### src/rtl/fifo_write_byte_packer.sv
// Packs a valid/ready byte stream little-endian into DATA_WIDTH-bit words and
// writes them to a FIFO write port, reporting each packet's byte length.
module fifo_write_byte_packer #(
   parameter int DATA_WIDTH = 32,
   parameter int LEN_WIDTH  = 16
) (
   input  logic                  clock,
   input  logic                  resetn,
   input  logic [7:0]            s_tdata,
   input  logic                  s_tvalid,
   input  logic                  s_tlast,
   output logic                  s_tready,
   output logic [DATA_WIDTH-1:0] wr_data,
   output logic                  wr_en,
   input  logic                  full,
   output logic                  pkt_done,
   output logic [LEN_WIDTH-1:0]  pkt_len,
   output logic [31:0]           words_written
);
   localparam int BYTES  = DATA_WIDTH / 8;
   localparam int LANE_W = $clog2(BYTES);
   localparam logic [LANE_W-1:0] LAST_LANE = LANE_W'(BYTES - 1);

   logic [DATA_WIDTH-1:0] acc_p0;
   logic [LANE_W-1:0]     lane_p0;
   logic [LEN_WIDTH-1:0]  cnt_p0;

   logic                  vld_p1;
   logic [DATA_WIDTH-1:0] data_p1;
   logic                  last_p1;
   logic [LEN_WIDTH-1:0]  len_p1;

   logic                  accept;
   logic                  close;
   logic [DATA_WIDTH-1:0] word;

   function automatic logic [LEN_WIDTH-1:0] sat_inc(input logic [LEN_WIDTH-1:0] v);
      return (&v) ? v : v + 1'b1;
   endfunction

   // A word can only close while the output register is empty or draining.
   assign s_tready = ~vld_p1 | ~full;
   assign accept   = s_tvalid & s_tready;
   assign close    = accept & (s_tlast | (lane_p0 == LAST_LANE));

   assign wr_en    = vld_p1 & ~full;
   assign wr_data  = data_p1;
   assign pkt_done = wr_en & last_p1;
   assign pkt_len  = len_p1;

   always_comb begin
      word = acc_p0;
      for (int i = 0; i < BYTES; i++) begin
         if (LANE_W'(i) == lane_p0)
            word[8*i +: 8] = s_tdata;
         else if (LANE_W'(i) > lane_p0)
            word[8*i +: 8] = 8'h00;
      end
   end

   // Stage 0: byte accumulator, lane index and packet byte counter
   always_ff @(posedge clock or negedge resetn) begin
      if (!resetn) begin
         acc_p0  <= '0;
         lane_p0 <= '0;
         cnt_p0  <= '0;
      end else if (accept) begin
         if (close) begin
            acc_p0  <= '0;
            lane_p0 <= '0;
         end else begin
            acc_p0  <= word;
            lane_p0 <= lane_p0 + 1'b1;
         end
         cnt_p0 <= s_tlast ? '0 : sat_inc(cnt_p0);
      end
   end

   // Stage 1: single-entry output register feeding the FIFO write port
   always_ff @(posedge clock or negedge resetn) begin
      if (!resetn) begin
         vld_p1        <= 1'b0;
         data_p1       <= '0;
         last_p1       <= 1'b0;
         len_p1        <= '0;
         words_written <= '0;
      end else begin
         if (close) begin
            vld_p1  <= 1'b1;
            data_p1 <= word;
            last_p1 <= s_tlast;
         end else if (wr_en) begin
            vld_p1 <= 1'b0;
         end
         if (accept & s_tlast)
            len_p1 <= sat_inc(cnt_p0);
         if (wr_en)
            words_written <= words_written + 32'd1;
      end
   end
endmodule

### config.mk
export PLATFORM = sky130hd
export DESIGN_NAME = fifo_write_byte_packer
export DESIGN_NICKNAME = d
export VERILOG_FILES = /design/src/rtl/fifo_write_byte_packer.sv
export SDC_FILE = /design/constraint.sdc
export NUM_CORES = 1
export LEC_CHECK = 0
export CAP_MARGIN = 10
export CORE_MARGIN = 1
export CORE_UTILIZATION = 35
export DETAILED_ROUTE_END_ITERATION = 10
export GPL_TIMING_DRIVEN = 1
export PLACE_DENSITY_LB_ADDON = 0.2
export SETUP_SLACK_MARGIN = 0.5
export SLEW_MARGIN = 20
export SYNTH_ARGS = -nofsm -noshare
export SYNTH_HDL_FRONTEND = slang
export SYNTH_SLANG_ARGS = --single-unit
### constraint.sdc
create_clock -name clock -period 2.8 [get_ports clock]
set_clock_uncertainty 0.1 [all_clocks]
set_input_delay 0.56 -clock clock [delete_from_list [all_inputs] [get_ports clock]]
set_output_delay 0.56 -clock clock [all_outputs]
set_load 0.02 [all_outputs]
==> impl_metrics.yaml <==
cells_and_area:
  num_antenna_cells: 0
  final_layout_size_suffix_gt1_share_pct: 9.479
  nets: 640
  ff_latch_area_um2: 3103
  area.growth.synth_to_final_pct: 34.61
  multi_input_area_um2: 2331
  layout.filler_cells: 1435
pwr:
  clock_power_share_pct: 36.1
  cell_internal_pwr_mw: 4.497
  peakVddDrop_mv: 0.4269
  final_power_mw: 6.435
  switchingPower_mw: 1.939
  power_switching_share_pct: 30.12
  share_comb_of_total_power_pct: 25.8
  total_leakage_power_nw: 3.271
  powerDensity_nw_per_um2: 863.7
  power.sequential.fraction_pct: 38.0
global_routing:
  grt_max_degree: 45
  global_route_wire_length_before_repair_mm: 21.81
  antenna_found_initial: 0
  overflow: 0
  grt_pass1_vias: 4234
  grt_usage_pct: 17.21
place:
  hpwl_mm: 9.131
  global_placement_routability_congestion: 0.8937
  place.port_buffers: 95
  place_ws_ps: 150.7
drt:
  firstDrtPassIters: 5
  drt_first_iter_violations: 291
  total_via_count_in_the_routed_design: 4344
  detail_route.vias_per_cell: 5.147
  drt-wirelength-per-cell_um: 15.61
  drtAntennaViolNets: 0
  total_wirelength_mm: 13.18
  remaining_drc_errors: 0
outcome:
  run_status: "completed"
job:
  max_cap_violations: 0
setup_path:
  cp-end-kind: "primary output"
  worstPathMaxFanout: 5
  regToRegStartpoint: "cnt_p0[0]$_DFFE_PN0P_"
  cpPeakStageDelay_ps: 490
  reg2regPathDepth: 6
  reg2reg_setup_slack_ps: 670
  cp.arrival_ps: 1560
  worstPathCellList: "clkdlybuf4s50_1 > nor2b_2 > dlygate4sd2_1"
  cp-start-kind: "primary input"
  timing.critical_path.required_ps: 2140
  crit_path_top_delay_cell: "sky130_fd_sc_hd__clkdlybuf4s50_1"
  worst_r2r_endpoint: "cnt_p0[1]$_DFFE_PN0P_"
  worst-path-buf-inv: 2
  worst_path_dominant_cell_family: "buffers and inverters"
  critPathKind: "in -> out"
floorplanning:
  die_height_um: 127.8
  core_region_area_um2: 15310
  floorplan.initialDensity_pct: 36.14
  die_w_um: 127.8
  placementRows: 45
  die_area_um2: 16320
  ios: 96
synthesis:
  avgSynthCellArea_um2: 10.69
  synth.yosys.warnings: 0
  yosysTopAreaCell: "sky130_fd_sc_hd__dfrtp_1"
  yosys-top-cells-count: "sky130_fd_sc_hd__dfrtp_1, sky130_fd_sc_hd__nand2_1, sky130_fd_sc_hd__o21ai_0"
  synth_compound_area_share_pct: 14.87
  synth.mux.area_fraction_pct: 3.300
  synth_simple_gate_area_share_pct: 15.89
  number_of_flops_mapped_to_enable_cells_by_yosys: 0
  largest_family_of_logic_cells_by_synthesized_area: "simple AND/OR/NAND/NOR gates"
  yosys.area_share.adder_pct: 1.356
  synth_sequential_area_ratio_pct: 56.06
  post_synth_num_cell_types: 47
  synthMostInstantiatedCell: "sky130_fd_sc_hd__dfrtp_1"
  async_flop_share_pct: 100.0
  synth-seq-cells: 124
  netlist_instances: 518
  mappedNetlistNets: 537
  synthFlopType: "sky130_fd_sc_hd__dfrtp_1"
  yosys-top-cells-area: "sky130_fd_sc_hd__dfrtp_1, sky130_fd_sc_hd__a22o_1, sky130_fd_sc_hd__nand2_1"
  netlist_area_um2: 5535
  synth_top_area_share_pct: 56.06
  synth_xor_area_share_pct: 6.171
sta:
  layout_worst_path_cycle_share_pct: 79.42
  final-setup-viol-count: 0
  rsz0062_at_grt: "yes"
  setup_tns_ps: 0
  fmaxAchievable_mhz: 449.7
  hold-worst-slack_ps: 57.30
  hold_viol: 0
  final.setup.worst_slack_ps: 576.2
  maxSlewHeadroom_pct: 56.07
  worst_pin_slew_ps: 657.4
  drv_slew: 0
  final.min_clock_period_ps: 2224
cts:
  cts_tree: "yes"
  cts_max_level: 4
  cts_buffers: 17
  clkSlewWorstSetupHoldPaths_ps: 50
  post-cts-setup-buffer-count: 0
  clock_insertion_delay_worst_skew_ps: 410
  clock_sinks: 124
  root_buffer_cell: "sky130_fd_sc_hd__clkbuf_16"
  clockBufferDepth: 2
hold_path:
  hp-class: "in -> async"
## layout by cell type (no fill, tap or decap), types with 16 or more instances in the layout
cell                                n
sky130_fd_sc_hd__xnor2_1           30
sky130_fd_sc_hd__nand2_1           70
sky130_fd_sc_hd__nor2_1            28
sky130_fd_sc_hd__clkbuf_16         17
sky130_fd_sc_hd__clkdlybuf4s50_1   91
sky130_fd_sc_hd__a22o_1            32
sky130_fd_sc_hd__o21ai_0           46
sky130_fd_sc_hd__mux2i_1           16
sky130_fd_sc_hd__dfrtp_1          124
## power by group through the flow
stage | Combinational (mW) | Sequential [mW] | Clock (mW)
after floorplan | 0.670 | 2.68 | 0
after global placement | 1.66 | 2.46 | 0
after detailed placement | 1.68 | 2.48 | 0
after CTS | 1.68 | 2.45 | 2.38
after global routing | 1.81 | 2.51 | 2.47
final | 1.66 | 2.45 | 2.33
## metal layers
metal	wire (um)	global-route usage (%)	vias to the layer above
li1	-	-	2078
met1	6151	23.41	2123
met2	6123	26.53	128
met3	722	4.466	15
met4	182	6.090	0
met5	0	0	-
## timing repair
item,CTS,global route
endpoints found under the setup margin,3,15
gates cloned,0,0
gates resized for setup,3,6
hold buffers,0,0
## worst reg2reg max path: cells and delay by family (launching register included)
family                     cells  cell delay, ps
AOI/OAI and AO/OA              1             120
DFF                            1             460
and+or+nand+nor                4            1040
adders and majority gates      1             260
## layout make-up
type                            count  area share, %
Inverter                            6         0.3023
Sequential cell                   124          41.65
Multi-Input combinational cell    362          31.28
Clock inverter                      7          1.814
Timing Repair Buffer              110          14.81
Clock buffer                       24          6.599
Tap cell                          211          3.543
## state kept, by name, indices dropped and copies added, names as in the netlist
| register | count |
|---|---|
| words_written | 32 |
| wr_data | 32 |
| acc_p0 | 24 |
| cnt_p0 | 16 |
| pkt_len | 16 |
| lane_p0 | 2 |
| last_p1 | 1 |
| vld_p1 | 1 |
## how the worst max path moves through the flow
| stage | startpoint | end | slack, ps | cells past startpoint |
|---|---|---|---|---|
| 2_1_floorplan | words_written[8]$_DFFE_PN0P_ | words_written[29]$_DFFE_PN0P_ | 730 | 5 |
| 3_3_place_gp | full | pkt_done | 180 | 4 |
| 3_5_place_dp | full | pkt_done | 150 | 4 |
| 4_1_cts | full | pkt_done | 430 | 4 |
| 5_1_grt | cnt_p0[0]$_DFFE_PN0P_ | cnt_p0[0]$_DFFE_PN0P_ | 480 | 6 |
| 6_report | full | wr_en | 580 | 3 |
## cells by family after synthesis
family	after synthesis
compound gates	125
xor+xnor	39
fa+ha+maj	6
buf+inv	32
flops	124
mux	18
simple gates	174
## through the flow
step	std cells	util, %	area [um2]
2_1_floorplan	518	-	5535
3_3_place_gp	813	44.47	6810
3_5_place_dp	813	44.47	6810
4_1_cts	844	48.54	7433
5_1_grt	844	48.65	7451
6_report	844	48.65	7451
No activity file was read; power rests on OpenSTA's default activity.
